==> src/rtl/mem_access_unit.sv <==
`default_nettype none
// ============================================================================
// mem_access_unit : byte/half/word load-store front end for a word-only memory
// Revision 1.0 - initial release
// ============================================================================
module mem_access_unit #(
   parameter bit ALIGN_CHECK = 1'b1
) (
   input  logic        clk,
   input  logic        reset,
   input  logic        req_valid,
   output logic        req_ready,
   input  logic        req_we,
   input  logic [1:0]  req_size,
   input  logic        req_unsigned,
   input  logic [31:0] req_addr,
   input  logic [31:0] req_wdata,
   output logic        rsp_valid,
   input  logic        rsp_ready,
   output logic [31:0] rsp_rdata,
   output logic        rsp_err,
   output logic        mem_we,
   output logic [31:0] mem_addr,
   output logic [31:0] mem_wd,
   input  logic [31:0] mem_rd
);

   typedef enum logic [1:0] {
      ST_IDLE   = 2'd0,
      ST_ACCESS = 2'd1,
      ST_MERGE  = 2'd2,
      ST_RESP   = 2'd3
   } state_t;

   state_t      state_q, state_d;
   logic        we_q, we_d;
   logic [1:0]  size_q, size_d;
   logic        uns_q, uns_d;
   logic [1:0]  off_q, off_d;
   logic [31:0] wdata_q, wdata_d;
   logic [31:0] merge_buf_q, merge_buf_d;
   logic [31:0] rdata_q, rdata_d;
   logic        err_q, err_d;
   logic [31:0] mem_addr_q, mem_addr_d;
   logic [31:0] mem_wd_q, mem_wd_d;

   logic        accept;
   logic        illegal;
   logic [1:0]  eff_size;
   logic [4:0]  shamt;
   logic [31:0] lane_rd;
   logic [31:0] load_ext;
   logic [31:0] lane_mask;
   logic [31:0] lane_data;
   logic [31:0] merged;
   logic        mem_we_raw;

   assign accept   = req_valid && (state_q == ST_IDLE);
   assign illegal  = ALIGN_CHECK && ((req_size == 2'd3) ||
                                     ((req_size == 2'd1) && req_addr[0]) ||
                                     ((req_size == 2'd2) && (req_addr[1:0] != 2'b00)));
   // Without alignment checking, the illegal size degrades to a word access.
   assign eff_size = (req_size == 2'd3) ? 2'd2 : req_size;

   // Halfwords only look at offset bit 1, so a stray bit 0 is ignored.
   assign shamt    = (size_q == 2'd0) ? {off_q, 3'b000} : {off_q[1], 4'b0000};
   assign lane_rd  = mem_rd >> shamt;

   always_comb begin
      load_ext = mem_rd;
      case (size_q)
         2'd0:    load_ext = uns_q ? {24'd0, lane_rd[7:0]}
                                   : {{24{lane_rd[7]}}, lane_rd[7:0]};
         2'd1:    load_ext = uns_q ? {16'd0, lane_rd[15:0]}
                                   : {{16{lane_rd[15]}}, lane_rd[15:0]};
         default: load_ext = mem_rd;
      endcase
   end

   assign lane_mask = ((size_q == 2'd0) ? 32'h0000_00FF : 32'h0000_FFFF) << shamt;
   assign lane_data = ((size_q == 2'd0) ? {24'd0, wdata_q[7:0]}
                                        : {16'd0, wdata_q[15:0]}) << shamt;
   assign merged    = (merge_buf_q & ~lane_mask) | lane_data;

   always_comb begin
      state_d     = state_q;
      we_d        = we_q;
      size_d      = size_q;
      uns_d       = uns_q;
      off_d       = off_q;
      wdata_d     = wdata_q;
      merge_buf_d = merge_buf_q;
      rdata_d     = rdata_q;
      err_d       = err_q;
      mem_addr_d  = mem_addr_q;
      mem_we_raw  = 1'b0;
      mem_wd      = mem_wd_q;
      req_ready   = (state_q == ST_IDLE);
      rsp_valid   = (state_q == ST_RESP);

      case (state_q)
         ST_IDLE: begin
            if (accept) begin
               we_d    = req_we;
               size_d  = eff_size;
               uns_d   = req_unsigned;
               off_d   = req_addr[1:0];
               wdata_d = req_wdata;
               rdata_d = 32'd0;
               err_d   = illegal;
               if (illegal) begin
                  state_d = ST_RESP;
               end else begin
                  state_d    = ST_ACCESS;
                  mem_addr_d = {req_addr[31:2], 2'b00};
               end
            end
         end
         ST_ACCESS: begin
            if (!we_q) begin
               rdata_d = load_ext;
               state_d = ST_RESP;
            end else if (size_q == 2'd2) begin
               mem_we_raw = 1'b1;
               mem_wd     = wdata_q;
               state_d    = ST_RESP;
            end else begin
               merge_buf_d = mem_rd;
               state_d     = ST_MERGE;
            end
         end
         ST_MERGE: begin
            mem_we_raw = 1'b1;
            mem_wd     = merged;
            state_d    = ST_RESP;
         end
         ST_RESP: begin
            if (rsp_ready) begin
               state_d = ST_IDLE;
            end
         end
         default: state_d = ST_IDLE;
      endcase
   end

   // A write pending during a reset cycle must never reach the memory.
   assign mem_we    = mem_we_raw && !reset;
   assign mem_wd_d  = mem_wd;
   assign mem_addr  = mem_addr_q;
   assign rsp_rdata = rdata_q;
   assign rsp_err   = err_q;

   always_ff @(posedge clk) begin
      if (reset) begin
         state_q     <= ST_IDLE;
         we_q        <= 1'b0;
         size_q      <= 2'd0;
         uns_q       <= 1'b0;
         off_q       <= 2'd0;
         wdata_q     <= 32'd0;
         merge_buf_q <= 32'd0;
         rdata_q     <= 32'd0;
         err_q       <= 1'b0;
         mem_addr_q  <= 32'd0;
         mem_wd_q    <= 32'd0;
      end else begin
         state_q     <= state_d;
         we_q        <= we_d;
         size_q      <= size_d;
         uns_q       <= uns_d;
         off_q       <= off_d;
         wdata_q     <= wdata_d;
         merge_buf_q <= merge_buf_d;
         rdata_q     <= rdata_d;
         err_q       <= err_d;
         mem_addr_q  <= mem_addr_d;
         mem_wd_q    <= mem_wd_d;
      end
   end

endmodule
`default_nettype wire

==> config.mk <==
export PLATFORM = sky130hd
export DESIGN_NAME = mem_access_unit
export DESIGN_NICKNAME = d
export VERILOG_FILES = /design/src/rtl/mem_access_unit.sv
export SDC_FILE = /design/constraint.sdc
export NUM_CORES = 1
export LEC_CHECK = 0
export BUFFER_PORTS_ARGS = -buffer_cell sky130_fd_sc_hd__buf_2
export CAP_MARGIN = 10
export CORE_ASPECT_RATIO = 0.9
export CORE_MARGIN = 2
export CORE_UTILIZATION = 45
export DETAILED_ROUTE_END_ITERATION = 10
export GPL_TIMING_DRIVEN = 0
export PLACE_DENSITY = 0.77
export SKIP_LAST_GASP = 1
export SYNTH_ARGS = -nofsm -noshare
export SYNTH_HDL_FRONTEND = slang
export SYNTH_SLANG_ARGS = --single-unit
==> constraint.sdc <==
create_clock -name clk -period 2.3 [get_ports clk]
set_input_delay 0.23 -clock clk [delete_from_list [all_inputs] [get_ports clk]]
set_output_delay 0.23 -clock clk [all_outputs]
set_load 0.01 [all_outputs]
==> impl_metrics.env, run 1 <==
export IMPL_slew_viol_final=0
export IMPL_cp_arrival_ps=2150
export IMPL_clock_sink_count=167
export IMPL_detail_route_drc_violations=0
export IMPL_fmax_ghz=0.4198
export IMPL_synth_edf_count=0
export IMPL_path_max_fanout=10
export IMPL_layoutNonFillerInstCount=1455
export IMPL_area_growth_synth_to_final_pct=35.25
export IMPL_die_area_um2=18520
export IMPL_max_cap_violations=0
export IMPL_slew_limit_headroom_pct=36.96
export IMPL_worstSetupPathType="reg2out"
export IMPL_final_hold_viol_count=0
export IMPL_timing_reg2reg_worst_path_depth=7
export IMPL_avgViaCountPerCell=5.964
export IMPL_antenna_cells=0
export IMPL_worst_path_top_cell_family_by_delay="compound AO/OA/AOI/OAI gates"
export IMPL_num_vias=8677
export IMPL_dpl_cells=1390
export IMPL_regToRegSetupSlack_ps=60
export IMPL_status="finished, violations left"
export IMPL_clkTransAtPathRegs_ps=70
export IMPL_setup_tns_ps=-458.8
export IMPL_cts_path_max_buffers=2
export IMPL_cts_buffers_inserted=17
export IMPL_dp_hpwl_um=19680
export IMPL_finalSetupViolCount=16
export IMPL_startpoint_type="flop"
export IMPL_pre_cts_slack_ps=-305.9
export IMPL_wl_per_cell_um=19.42
export IMPL_final_min_clock_period_ps=2382
export IMPL_mapped_avg_cell_area_um2=8.236
export IMPL_grt_pass1_wl_um=41770
export IMPL_critical_path_reg2reg_endpoint="rsp_rdata[4]$_SDFFE_PP0P_"
export IMPL_cts_tree="built"
export IMPL_layout_common_cells="buf_2, nand2_1, dfxtp_1"
export IMPL_regToRegStartpoint="state_q[0]$_SDFFE_PP0P_"
export IMPL_number_of_antenna_violations_at_the_first_check_in_global_routing=0
export IMPL_power_per_cell_area_nw_per_um2=1013
export IMPL_flip_flop_cell_with_the_highest_count_after_synthesis="dfxtp_1"
export IMPL_violated_checks="negative setup slack"
export IMPL_clockRootBuffer="clkbuf_16"
export IMPL_async_flop_share_pct=0
export IMPL_category_of_the_worst_setup_path_capture_point="output port"
export IMPL_grt_overflow_total=0
export IMPL_post_synth_num_cell_types=52
export IMPL_ys_ff_latch=167
export IMPL_finalNetCount=1315
export IMPL_synth_cells=953
export IMPL_finalPower_mw=10.75
export IMPL_hold_wc_path_type="in2reg"
export IMPL_routed_wirelength_um=28260
export IMPL_grt_pass1_vias=7901
export IMPL_design_core_area_um2=16950
export IMPL_drt_antenna_violating_nets=0
export IMPL_synth_sequential_area_ratio_pct=42.60
export IMPL_place_congestion=0.9592
export IMPL_peakVddDrop_v=0.0006691
export IMPL_pin_count=204
export IMPL_post_synth_instance_area_um2=7849
export IMPL_worst_endpoint_required_ps=2070
export IMPL_critical_path_slowest_cell="dfxtp_4"
export IMPL_path_cells="buf_8 > buf_12 > nor3_4 > o21ai_0 > a21boi_1 > a221o_1 > buf_2"
export IMPL_num_rows=45
export IMPL_drt_pass1_iter_count=5
export IMPL_timing_critical_path_slowest_cell_delay_ps=360
export IMPL_initialDrtViolationCount=895
export IMPL_clock_skew_ps=7.866
export IMPL_io_buffers=201
export IMPL_initial_core_util_pct=46.31
export IMPL_fin_crit_sh_pct=103.6
export IMPL_critPathBufInv=3
export IMPL_floorplan_die_width_um=143.2
export IMPL_tightestPinTransition_ps=938.3
export IMPL_timing_hold_ws_ps=24.32
export IMPL_final_layout_size_suffix_gt1_share_pct=31.23
export IMPL_insertion_delay_ps=440
export IMPL_p_leak_nw=4.524
export IMPL_setup_ws_ps=-82.12
export IMPL_layout_cells_most_common="buf_2"
export IMPL_yosysWarnings=0
export IMPL_hold_endpoint="wdata_q[8]$_SDFFE_PP0P_"
export IMPL_largest_net_degree_at_the_start_of_global_routing=17
export IMPL_die_height_um=129.3
export IMPL_htreeDepth=4
export IMPL_grtUsageTotal_pct=28.90
export IMPL_min_from="req_wdata[8]"
export IMPL_whs_path_depth=3
export IMPL_rsz0062_at_grt="true"
Yosys cell counts, types with 7 or more instances:
library cell / n / area share, %
dfxtp_1: 167 / 43
buf_2: 9 / 0.57
nor4bb_1: 8 / 1.0
a221o_1: 56 / 7.1
a21o_1: 8 / 0.77
o211ai_1: 8 / 0.77
o21a_1: 10 / 0.96
mux2_2: 8 / 1.1
a221o_2: 8 / 1.1
nand4_1: 8 / 0.64
a22o_1: 24 / 2.7
clkbuf_1: 76 / 3.6
nand3_1: 34 / 2.2
a21boi_0: 16 / 1.5
and2_1: 10 / 0.80
o221ai_1: 7 / 0.78
a22oi_1: 8 / 0.77
mux2i_1: 11 / 1.4
a21oi_1: 112 / 7.1
o21ai_0: 72 / 4.6
and3_1: 32 / 2.6
nand2_1: 197 / 9.4
routing by layer:
layer,vias up,track usage (%),share of wire [%]
met1,4069,39.00,40
met5,-,0,0
li1,3984,-,-
met4,0,9.112,3.4
met2,518,45.60,46
met3,106,7.539,10
state kept, by name, summed over array words and instances, names as in the netlist:
name         cells
size_q           2
state_q          2
off_q            2
rsp_rdata       32
wdata_q         32
rsp_err          1
uns_q            1
merge_buf_q     32
mem_addr        30
mem_wd_q        32
we_q             1
per-stage QoR:
| stage | instance area (µm²) | utilization (%) |
|---|---|---|
| after CTS | 10250 | 60.49 |
| after global placement | 9153 | 54.01 |
| after floorplan | 7853 | - |
| after detailed placement | 9153 | 54.01 |
| after global routing | 10620 | 62.64 |
| final | 10620 | 62.64 |
where the power goes:
group          switching (mW)  internal (mW)
Sequential              0.316           3.27
Clock                    1.30           1.66
Combinational            2.64           1.57
Total                    4.26           6.50
final cells by class:
cell class,count,area [µm²]
well taps,235,294.0
clock inverters,14,160.2
repair buffers,238,1344
clock buffers,18,439.2
flip-flops and latches,167,3361
plain buffers,92,599.3
fillers,1440,6332
inverters,7,35.03
multi-input cells,684,4383
timing repair:
action,4_1_cts,5_1_grt
setup endpoints to repair,99,44
hold buffers,0,0
pin swaps,28,40
resized for setup,134,67
setup buffers,15,18
cloned,0,4
worst reg2reg max path, delay by kind of cell, from the launching register on:
kind                       cells  cell delay (ps)
DFF                            1              380
adders and majority gates      1              170
AOI/OAI and AO/OA              2              700
and+or+nand+nor                1              280
buffers and inverters          3              660
worst max path at each step:
stage	start	endpoint	slack (ps)	depth (start not counted)
floorplan	state_q[0]$_SDFFE_PP0P_	rsp_rdata[21]$_SDFFE_PP0P_	110	8
global placement	state_q[1]$_SDFFE_PP0P_	mem_wd[7]	-340	8
detailed placement	state_q[1]$_SDFFE_PP0P_	mem_wd[6]	-310	8
CTS	size_q[1]$_SDFFE_PP0P_	mem_wd[10]	-50	7
global route	size_q[0]$_SDFFE_PP0P_	mem_wd[10]	-130	7
finish	size_q[0]$_SDFFE_PP0P_	mem_wd[10]	-80	7
kinds of logic (layout without fill, tap and decap cells):
family                   count (synthesis)  in the layout  share of synthesized area (%)
multiplexers                            19             19                          2.551
buffers and inverters                  103            369                          5.404
flip-flops                             167            167                          42.60
AO/OA/AOI/OAI                          340            340                          29.59
AND/OR/NAND/NOR                        319            319                          19.18
other                                    1              2                        0.04778
adder cells (fa/ha/maj)                  4              4                         0.6377
(Power assumes the default switching activity.)
==> inputs of run 2 (changes only) <==
--- a/config.mk
+++ b/config.mk
@@ -5,6 +5,7 @@
 export SDC_FILE = /design/constraint.sdc
 export NUM_CORES = 1
 export LEC_CHECK = 0
+export ABC_AREA = 1
 export BUFFER_PORTS_ARGS = -buffer_cell sky130_fd_sc_hd__buf_2
 export CAP_MARGIN = 10
 export CORE_ASPECT_RATIO = 0.9
@@ -12,7 +13,8 @@
 export CORE_UTILIZATION = 45
 export DETAILED_ROUTE_END_ITERATION = 10
 export GPL_TIMING_DRIVEN = 0
-export PLACE_DENSITY = 0.77
+export PLACE_DENSITY = 0.76
+export SETUP_SLACK_MARGIN = 0.15
 export SKIP_LAST_GASP = 1
 export SYNTH_ARGS = -nofsm -noshare
 export SYNTH_HDL_FRONTEND = slang
==> impl_metrics.env, run 2 <==
export IMPL_synth_sequential_area_ratio_pct=41.73
export IMPL_rsz0062_at_grt="true"
export IMPL_grt_pass1_vias=8125
export IMPL_final_min_clock_period_ps=2321
export IMPL_async_flop_share_pct=0
export IMPL_violated_checks="negative setup slack"
export IMPL_peakVddDrop_v=0.0007668
export IMPL_floorplan_die_width_um=144.6
export IMPL_p_leak_nw=5.122
export IMPL_met2_length_um=12810
export IMPL_layoutNonFillerInstCount=1715
export IMPL_met3_length_um=3180
export IMPL_htreeDepth=4
export IMPL_slew_limit_headroom_pct=39.72
export IMPL_avgViaCountPerCell=5.297
export IMPL_worstSetupPathType="reg2out"
export IMPL_synth_cells=1208
export IMPL_post_synth_instance_area_um2=8011
export IMPL_area_growth_synth_to_final_pct=34.53
export IMPL_ys_ff_latch=167
export IMPL_grt_overflow_total=0
export IMPL_grt_pass1_wl_um=42430
export IMPL_finalPower_mw=14.29
export IMPL_clockRootBuffer="clkbuf_16"
export IMPL_ys_top_cells_by_count="nand2_1, dfxtp_1, nor2_1, o21ai_0, inv_1"
export IMPL_startpoint_type="flop"
export IMPL_placed_cell_area_um2=9316
export IMPL_wl_per_cell_um=16.79
export IMPL_post_synth_num_cell_types=35
export IMPL_number_of_antenna_violations_at_the_first_check_in_global_routing=1
export IMPL_num_vias=9084
export IMPL_antenna_cells=0
export IMPL_cts_tree="built"
export IMPL_clkTransAtPathRegs_ps=70
export IMPL_clock_sink_count=167
export IMPL_dpl_cells=1649
export IMPL_io_buffers=200
export IMPL_dp_hpwl_um=20760
export IMPL_routed_wirelength_um=28800
export IMPL_post_synth_top_count_cell="nand2_1"
export IMPL_highest_signal_layer="met5"
export IMPL_design_core_area_um2=17550
export IMPL_setup_ws_ps=-21.07
export IMPL_die_height_um=130.6
export IMPL_layout_cells_most_common="nand2_1"
export IMPL_critical_path_reg2reg_endpoint="rsp_rdata[29]$_SDFFE_PP0P_"
export IMPL_finalSetupViolCount=1
export IMPL_worst_endpoint_required_ps=2070
export IMPL_timing_reg2reg_worst_path_depth=9
export IMPL_drt_pass1_iter_count=6
export IMPL_fmax_ghz=0.4308
export IMPL_drt_antenna_violating_nets=0
export IMPL_whs_path_depth=3
export IMPL_min_from="req_addr[31]"
export IMPL_regToRegStartpoint="state_q[0]$_SDFFE_PP0P_"
export IMPL_grtUsageTotal_pct=29.33
export IMPL_place_congestion=0.9535
export IMPL_regToRegSetupSlack_ps=310
export IMPL_clock_skew_ps=8.866
export IMPL_largest_net_degree_at_the_start_of_global_routing=17
export IMPL_category_of_the_worst_setup_path_capture_point="output port"
export IMPL_hold_endpoint="mem_addr[31]$_SDFFE_PP0P_"
export IMPL_cts_path_max_buffers=2
export IMPL_synth_edf_count=0
export IMPL_fin_crit_sh_pct=100.9
export IMPL_flip_flop_cell_with_the_highest_count_after_synthesis="dfxtp_1"
export IMPL_setup_tns_ps=-21.07
export IMPL_die_area_um2=18890
export IMPL_power_per_cell_area_nw_per_um2=1326
export IMPL_finalNetCount=1571
export IMPL_wl_met1_um=12150
export IMPL_max_cap_violations=0
export IMPL_yosysWarnings=0
export IMPL_tightestPinTransition_ps=904.3
export IMPL_cp_arrival_ps=2090
export IMPL_status="finished, violations left"
export IMPL_insertion_delay_ps=440
export IMPL_mapped_avg_cell_area_um2=6.632
export IMPL_yosys_top_cells_area="dfxtp_1, nand2_1, o21ai_0"
export IMPL_path_max_fanout=8
export IMPL_timing_hold_ws_ps=8.136
export IMPL_num_rows=46
export IMPL_final_hold_viol_count=0
export IMPL_yosysTopAreaCellShare_pct=41.73
export IMPL_detail_route_drc_violations=0
export IMPL_slew_viol_final=0
export IMPL_final_cell_area_um2=10780
export IMPL_hold_wc_path_type="in2reg"
export IMPL_layout_common_cells="nand2_1, buf_2, dfxtp_1"
export IMPL_top_cell_type_by_total_area_after_synthesis="dfxtp_1"
export IMPL_final_layout_size_suffix_gt1_share_pct=24.95
export IMPL_initial_core_util_pct=45.64
export IMPL_cts_buffers_inserted=17
export IMPL_initialDrtViolationCount=911
export IMPL_pin_count=204
## run 2: worst max path at each step
stage | from | to | slack [ps] | cells after the start
global placement | state_q[0]$_SDFFE_PP0P_ | mem_we | -200 | 7
detailed placement | state_q[0]$_SDFFE_PP0P_ | mem_we | -150 | 7
finish | size_q[1]$_SDFFE_PP0P_ | mem_wd[26] | -20 | 11
CTS | size_q[1]$_SDFFE_PP0P_ | mem_wd[14] | 70 | 11
floorplan | state_q[0]$_SDFFE_PP0P_ | mem_wd[16] | 440 | 7
global route | size_q[1]$_SDFFE_PP0P_ | mem_wd[31] | -70 | 12
## run 2: repair_timing
action	in CTS	in global routing
gates resized for setup	110	53
pin swaps	11	26
setup endpoints to repair	50	68
cloned	2	4
hold buffers	0	0
setup buffers	16	13
## run 2: per-layer routing
metal / vias up / track usage (%)
met4: 2 / 9.309
met3: 52 / 7.471
met1: 4156 / 40.39
met2: 495 / 45.33
met5: - / 0
li1: 4379 / -
## run 2: report_power, final
part,leakage (nW),switching [mW],internal [mW]
registers,1.37,0.366,3.49
clock network,0.305,1.34,1.85
logic,3.45,4.40,2.85
total,5.12,6.10,8.19
## run 2: logic make-up after synthesis
| group | after synthesis | synth area share, % |
|---|---|---|
| compound gates | 347 | 23.02 |
| buf+inv | 231 | 11.53 |
| flops | 167 | 41.73 |
| other cells | 1 | 0.04681 |
| fa+ha+maj | 4 | 0.6247 |
| simple gates | 458 | 23.05 |
## run 2: final cells by class
class,instances,area [µm²]
Sequential cell,167,3358
Tap cell,240,300.3
Clock inverter,14,210.2
Clock buffer,17,425.4
Fill cell,1641,6777
Buffer,79,544.3
Inverter,152,590.6
Multi-Input combinational cell,812,4025
Timing Repair Buffer,234,1324
## run 2: per-stage QoR
stage          utilization [%]  setup WS (ps)
2_1_floorplan                -          437.9
3_3_place_gp             53.07         -195.1
3_5_place_dp             53.07         -152.3
4_1_cts                  59.70          69.65
5_1_grt                  61.40         -73.34
6_report                 61.40         -21.07
## run 2: worst max-delay path: stages, from the launching register on
cell,delay [ps]
dfxtp_2,330
buf_6,130
nor2_8,160
nand2_8,90
buf_8,150
o21a_1,190
o22ai_1,130
nand2_1,120
nand2_1,100
nand2_1,80
inv_1,50
buf_2,120
